===== config.mk =====
export PLATFORM = sky130hd
export DESIGN_NAME = qtt_proc_initiator
export DESIGN_NICKNAME = d
export VERILOG_FILES = /design/src/rtl/qtt_proc_initiator.sv
export SDC_FILE = /design/constraint.sdc
export NUM_CORES = 1
export LEC_CHECK = 0
export BUFFER_PORTS_ARGS = -buffer_cell sky130_fd_sc_hd__buf_4
export CORE_MARGIN = 3
export CORE_UTILIZATION = 55
export DETAILED_ROUTE_END_ITERATION = 8
export GPL_TIMING_DRIVEN = 0
export PLACE_DENSITY = 0.88
export REMOVE_ABC_BUFFERS = 1
export SYNTH_ARGS = -nofsm -noshare
export SYNTH_HDL_FRONTEND = slang
export SYNTH_SLANG_ARGS = --single-unit

===== constraint.sdc =====
create_clock -name c_clk_i -period 7.15 [get_ports c_clk_i]
set_clock_uncertainty 0.15 [all_clocks]
set_input_delay 0.715 -clock c_clk_i [delete_from_list [all_inputs] [get_ports c_clk_i]]
set_output_delay 0.715 -clock c_clk_i [all_outputs]
set_load 0.01 [all_outputs]

===== src/rtl/qtt_proc_initiator.sv =====
// ---------------------------------------------------------------------------
// qtt_proc_initiator
// Processor-side initiator for the time-tagger command/response port.
// Commands from the sequencer are queued in a small FIFO and issued one at a
// time as a one-cycle qtag_en_o strobe. Commands flagged cmd_rsp_i wait for
// qtag_vld_i (or a programmable timeout) and return a one-cycle rsp_vld_o.
//
// Parameters
//   CMD_FIFO_AW : command FIFO address width, depth = 2**CMD_FIFO_AW
//   TOUT_DW     : width of the timeout timer and cfg_tout_i
//
// Ports
//   c_clk_i, c_rst_ni          : core clock, async active-low reset
//   cmd_vld_i/op_i/dt_i/rsp_i  : command push (rsp_i = expects a response)
//   cmd_rdy_o                  : FIFO not full
//   cfg_tout_i                 : response timeout in cycles, 0 = forever
//   qtag_en_o/op_o/dt1_o       : command strobe + held command fields
//   qtag_rdy_i                 : tagger can accept a command
//   qtag_vld_i/dt1_i/dt2_i/flag_i : tagger response
//   rsp_vld_o                  : one-cycle response pulse
//   rsp_dt1_o/dt2_o/flag_o/tout_o : held response fields
//   busy_o, cmd_qty_o, tout_cnt_o : status
//
// Optional build macro QTT_INIT_FLUSH_EN adds flush_i: empties the FIFO,
// aborts any pending response and returns to IDLE.
// ---------------------------------------------------------------------------
module qtt_proc_initiator #(
    parameter int CMD_FIFO_AW = 3,
    parameter int TOUT_DW     = 16
) (
    input  logic                   c_clk_i,
    input  logic                   c_rst_ni,
`ifdef QTT_INIT_FLUSH_EN
    input  logic                   flush_i,
`endif
    input  logic                   cmd_vld_i,
    input  logic [4:0]             cmd_op_i,
    input  logic [31:0]            cmd_dt_i,
    input  logic                   cmd_rsp_i,
    output logic                   cmd_rdy_o,
    input  logic [TOUT_DW-1:0]     cfg_tout_i,
    output logic                   qtag_en_o,
    output logic [4:0]             qtag_op_o,
    output logic [31:0]            qtag_dt1_o,
    input  logic                   qtag_rdy_i,
    input  logic                   qtag_vld_i,
    input  logic [31:0]            qtag_dt1_i,
    input  logic [31:0]            qtag_dt2_i,
    input  logic                   qtag_flag_i,
    output logic                   rsp_vld_o,
    output logic [31:0]            rsp_dt1_o,
    output logic [31:0]            rsp_dt2_o,
    output logic                   rsp_flag_o,
    output logic                   rsp_tout_o,
    output logic                   busy_o,
    output logic [CMD_FIFO_AW:0]   cmd_qty_o,
    output logic [7:0]             tout_cnt_o
);

    localparam int DEPTH = 1 << CMD_FIFO_AW;

    typedef enum logic [1:0] {ST_IDLE, ST_ISSUE, ST_WAIT} state_e;

    state_e                 state_q, state_d;
    logic [37:0]            mem_q [DEPTH];      // {rsp, op, dt}
    logic [CMD_FIFO_AW:0]   wr_ptr_q, rd_ptr_q, qty;
    logic                   full, empty, flush, push, pop, rsp_hit, tout_hit;
    logic                   rsp_pend_q;
    logic [TOUT_DW-1:0]     timer_q;
    logic                   en_q, rsp_vld_q, rsp_flag_q, rsp_tout_q;
    logic [4:0]             op_q;
    logic [31:0]            dt_q, rsp_dt1_q, rsp_dt2_q;
    logic [7:0]             tout_cnt_q;

`ifdef QTT_INIT_FLUSH_EN
    assign flush = flush_i;
`else
    assign flush = 1'b0;
`endif

    // Extra pointer bit distinguishes full from empty.
    assign qty   = wr_ptr_q - rd_ptr_q;
    assign full  = qty[CMD_FIFO_AW];
    assign empty = (qty == '0);
    assign push  = cmd_vld_i & ~full & ~flush;

    // ---- FSM: state register ----
    always_ff @(posedge c_clk_i or negedge c_rst_ni) begin
        if (!c_rst_ni) state_q <= ST_IDLE;
        else           state_q <= state_d;
    end

    // ---- FSM: next state ----
    always_comb begin
        state_d = state_q;
        case (state_q)
            ST_IDLE:  if (pop) state_d = ST_ISSUE;
            ST_ISSUE: state_d = rsp_pend_q ? ST_WAIT : ST_IDLE;
            ST_WAIT:  if (rsp_hit || tout_hit) state_d = ST_IDLE;
            default:  state_d = ST_IDLE;
        endcase
        if (flush) state_d = ST_IDLE;
    end

    // ---- FSM: outputs / control strobes ----
    always_comb begin
        pop      = 1'b0;
        rsp_hit  = 1'b0;
        tout_hit = 1'b0;
        case (state_q)
            ST_IDLE: pop = ~empty & qtag_rdy_i & ~flush;
            ST_WAIT: begin
                rsp_hit  = qtag_vld_i & ~flush;
                // A response arriving on the timeout cycle takes priority.
                tout_hit = ~qtag_vld_i & ~flush & (cfg_tout_i != '0) &
                           (timer_q == cfg_tout_i - TOUT_DW'(1));
            end
            default: ;
        endcase
    end

    // FIFO storage (no reset needed; validity is tracked by the pointers).
    always_ff @(posedge c_clk_i) begin
        if (push) mem_q[wr_ptr_q[CMD_FIFO_AW-1:0]] <= {cmd_rsp_i, cmd_op_i, cmd_dt_i};
    end

    always_ff @(posedge c_clk_i or negedge c_rst_ni) begin
        if (!c_rst_ni) begin
            wr_ptr_q   <= '0;
            rd_ptr_q   <= '0;
            rsp_pend_q <= 1'b0;
            timer_q    <= '0;
            en_q       <= 1'b0;
            op_q       <= '0;
            dt_q       <= '0;
            rsp_vld_q  <= 1'b0;
            rsp_dt1_q  <= '0;
            rsp_dt2_q  <= '0;
            rsp_flag_q <= 1'b0;
            rsp_tout_q <= 1'b0;
            tout_cnt_q <= '0;
        end else begin
            if (flush) begin
                wr_ptr_q <= '0;
                rd_ptr_q <= '0;
            end else begin
                if (push) wr_ptr_q <= wr_ptr_q + 1'b1;
                if (pop)  rd_ptr_q <= rd_ptr_q + 1'b1;
            end

            en_q <= pop;
            if (pop) begin
                {rsp_pend_q, op_q, dt_q} <= mem_q[rd_ptr_q[CMD_FIFO_AW-1:0]];
            end

            // Timer saturates so cfg_tout_i = 0 (wait forever) never wraps.
            if (state_q == ST_ISSUE)
                timer_q <= '0;
            else if (state_q == ST_WAIT && !tout_hit && timer_q != '1)
                timer_q <= timer_q + 1'b1;

            rsp_vld_q <= rsp_hit | tout_hit;
            if (rsp_hit) begin
                rsp_dt1_q  <= qtag_dt1_i;
                rsp_dt2_q  <= qtag_dt2_i;
                rsp_flag_q <= qtag_flag_i;
                rsp_tout_q <= 1'b0;
            end else if (tout_hit) begin
                rsp_dt1_q  <= '0;
                rsp_dt2_q  <= '0;
                rsp_flag_q <= 1'b0;
                rsp_tout_q <= 1'b1;
                if (tout_cnt_q != 8'hFF) tout_cnt_q <= tout_cnt_q + 8'd1;
            end
        end
    end

    assign cmd_rdy_o  = ~full;
    assign qtag_en_o  = en_q;
    assign qtag_op_o  = op_q;
    assign qtag_dt1_o = dt_q;
    assign rsp_vld_o  = rsp_vld_q;
    assign rsp_dt1_o  = rsp_dt1_q;
    assign rsp_dt2_o  = rsp_dt2_q;
    assign rsp_flag_o = rsp_flag_q;
    assign rsp_tout_o = rsp_tout_q;
    assign busy_o     = (state_q != ST_IDLE) | ~empty;
    assign cmd_qty_o  = qty;
    assign tout_cnt_o = tout_cnt_q;

endmodule

==> run_results.csv <==
group,metric,value,unit
sta,slew_headroom,35.5,%
setup_path,crit_path_end_kind,"flop",
sta,setup_viol,0,
finish,area_delta_synth_final,24.5,%
setup_path,critPathKind,"flop to flop",
placement,dp_hpwl,29100,um
setup_path,r2r_end,"mem_q[5][21]",
clock_tree,path_clk_slew,0.06,ns
clock_tree,cts-root-buf,"clkbuf_16",
synth,synth-edff-count,304,
grt,met1_usage,32.7,%
drt,drt-initial-drc-count,922,
synth,yosysUniqueCellTypes,57,
grt,met2_usage,44.1,%
die,chipWidth,184,um
clock_tree,clk_latency,0.55,ns
clock_tree,cts_setup_buffers,0,
grt,antenna_found_initial,6,
die,rows,64,
die,die_h,184,um
sta,tns,0,ns
clock_tree,cts-buffers-inserted,44,
setup_path,cp_slowest_cell,"dfrtp_4",
setup_path,reg2reg_slack,2.47,ns
sta,fin_crit_sh,65.5,%
clock_tree,cts.sinks,444,
pwr,ir_drop,341,uV
placement,gp_congestion,0.879,
sta,hold_viol_final,0,
drt,via_per_inst,6.13,
die,fp.dieArea,33900,um2
placement,portBuffers,242,
pwr,powerDensity,423,nW/um2
setup_path,required,7.25,ns
grt,grt_util_met3,6.32,%
synth,ys_ff_latch,444,
synth,yosysWarnings,0,
sta,max_freq,0.214,GHz
clock_tree,clk_path_buf_depth,3,
die,core,30900,um2
finish,mostFrequentLayoutCells,"304 x edfxtp_1, 258 x buf_4, 137 x dfrtp_1, 100 x nand2_1, 76 x mux4_2",
setup_path,arrival,4.79,ns
pwr,totalPowerFinal,9.20,mW
setup_path,critPathMaxFanout,50,
setup_path,critPathMaxStageDelay,0.76,ns
setup_path,r2r-start,"rd_ptr_q[1]",
placement,place_ws,2.48,ns
die,ios,243,
grt,grt_pass1_wl,66600,um
clock_tree,ctsHoldBuffers,0,
clock_tree,cts_tree,"built",
sta,drv_slew,0,
grt,grt.overflow.total,0,
synth,syn_area,17500,um2
job,cap_viol_max_count,0,
grt,grt_max_degree,83,
sta,post-route-min-period,4.68,ns
setup_path,start_kind,"flop",
synth,synth.avg_cell_area,16.8,um2
drt,drtPass1Iterations,5,
sta,setup_ws,2.47,ns
finish,final_common_cell,"edfxtp_1",
sta,rsz0062_at_grt,"false",
drt,vias,10700,
grt,grt_pass1_vias,11100,
synth,syn_inst,1038,
finish,nets,1448,
finish,drive_gt1_share,33.9,%
setup_path,reg2reg_depth,12,
pwr,leakage,8.30,nW
grt,busiest_layer,"met2",
sta,worstMarginPinSlew,0.958,ns
outcome,status,"complete, no violations",
die,initial_utilization,56.5,%
drt,finalWirelength,44300,um
setup_path,crit_top_cell,"buf_6",
grt,track_usage,26.2,%
setup_path,critPathBufInv,5,
drt,drc_errors,0,
drt,ant_nets,0,
synth,synth_top_flop_cell,"edfxtp_1",
synth,synthArstFlopShare,31.5,%
setup_path,cp_top_family,"simple AND/OR/NAND/NOR gates",
drt,routedWlPerCell,25.3,um
clock_tree,cts_max_level,2,
clock_tree,cts_resized,0,
setup_path,path_cells,"buf_16 -> inv_1 -> ha_1 -> a21o_1 -> a21oi_1 -> xnor2_1 -> and2_0 -> nand2_1 -> nor3_2 -> buf_8 -> buf_6 -> buf_6",
hold_path,min_path_type,"primary input to asynchronous set/reset pin",
synth,ys_seq_area_share,72.3,%
## cells by family (layout without fill, tap and decap cells)
| kind of cell | Yosys count | count (layout) | share of synthesized area [%] |
|---|---|---|---|
| flip-flops | 444 | 444 | 72.3 |
| AND/OR/NAND/NOR | 232 | 232 | 6.36 |
| AO/OA/AOI/OAI | 163 | 163 | 6.93 |
| multiplexers | 80 | 80 | 10.0 |
| buffers and inverters | 74 | 386 | 1.81 |
| XOR/XNOR | 35 | 35 | 1.76 |
| adder cells (fa/ha/maj) | 10 | 10 | 0.760 |
| other | 0 | 5 | 0 |
## through the flow
| step | cell area (um2) | cells | util [%] | hold WS (ns) |
|---|---|---|---|---|
| 6_report | 21700 | 1751 | 70.3 | 0.00928 |
| 5_1_grt | 21700 | 1751 | 70.3 | 0.0516 |
| 3_5_place_dp | 20200 | 1664 | 65.3 | 0.343 |
| 3_3_place_gp | 19500 | 1617 | 63.1 | 0.331 |
| 2_1_floorplan | 17200 | 979 | - | 0.269 |
| 4_1_cts | 21700 | 1746 | 70.3 | 0.0225 |
## layout make-up
type	instances	area, um2
clock buffer	60	1250
sequential	444	12600
inverter	15	56.3
multi-input combinational	520	4580
clock inverter	22	277
timing repair buffer	289	2430
antenna	5	12.5
fill	1864	9170
tap	396	495
## Yosys cell counts, drive strengths merged, types with 2 or more instances
master / number / area, um2
a22o: 65 / 569
nor3: 9 / 45.0
xnor2: 23 / 201
and3: 9 / 56.3
nand3: 5 / 25.0
nor4: 11 / 90.1
clkbuf: 43 / 161
nand2b: 4 / 25.0
nor2b: 4 / 25.0
mux4: 76 / 1710
and4: 2 / 17.5
or2: 2 / 12.5
buf: 16 / 97.6
ha: 9 / 113
o211ai: 8 / 60.1
dfrtp: 140 / 3500
or4: 8 / 60.1
a31oi: 44 / 275
o21ai: 8 / 40.0
xor2: 12 / 105
inv: 15 / 56.3
a21o: 2 / 15.0
nand4: 13 / 81.3
nor2: 50 / 188
edfxtp: 304 / 9130
nand4b: 2 / 17.5
or3: 5 / 31.3
mux2i: 3 / 30.0
and2: 3 / 18.8
nand2: 100 / 375
a21oi: 14 / 70.1
o31ai: 11 / 82.6
## where the power goes
| part | switching, mW | total, mW | internal [mW] |
|---|---|---|---|
| logic | 1.58 | 3.02 | 1.44 |
| registers | 0.391 | 3.77 | 3.38 |
| clock network | 0.987 | 2.41 | 1.42 |
| total | 2.95 | 9.20 | 6.24 |
## metal layers
layer / wire [um] / vias up
li1: - / 4642
met1: 16000 / 5428
met2: 22700 / 552
met3: 3970 / 101
met4: 1630 / 2
met5: 11 / -
## worst register-to-register path, cell delays in order (launching register included)
cell	delay [ns]
dfrtp_4	0.76
buf_16	0.33
inv_1	0.13
ha_1	0.31
a21o_1	0.11
a21oi_1	0.08
xnor2_1	0.67
and2_0	0.42
nand2_1	0.19
nor3_2	0.61
buf_8	0.25
buf_6	0.19
buf_6	0.19
## sequential cells by signal, summed over array words and instances (netlist names)
register and cells:
mem_q 304, qtag_dt1_o 32, qtag_en_o 1, qtag_op_o 5, rd_ptr_q 4, rsp_dt1_o 32, rsp_dt2_o 32, rsp_flag_o 1
rsp_pend_q 1, rsp_tout_o 1, rsp_vld_o 1, state_q 2, timer_q 16, tout_cnt_o 8, wr_ptr_q 4
## worst max-delay path by stage
stage | startpoint | endpoint | slack (ns) | cells past startpoint
after floorplan | rd_ptr_q[0] | mem_q[0][0] | -1.55 | 7
after global placement | rd_ptr_q[0] | mem_q[1][3] | -6.51 | 7
after detailed placement | rd_ptr_q[1] | mem_q[5][23] | 2.48 | 12
after CTS | rd_ptr_q[1] | mem_q[5][21] | 2.44 | 12
after global routing | rd_ptr_q[1] | mem_q[5][21] | 2.20 | 12
final | rd_ptr_q[1] | mem_q[5][21] | 2.47 | 12
Power figures use the tool's default switching activity.
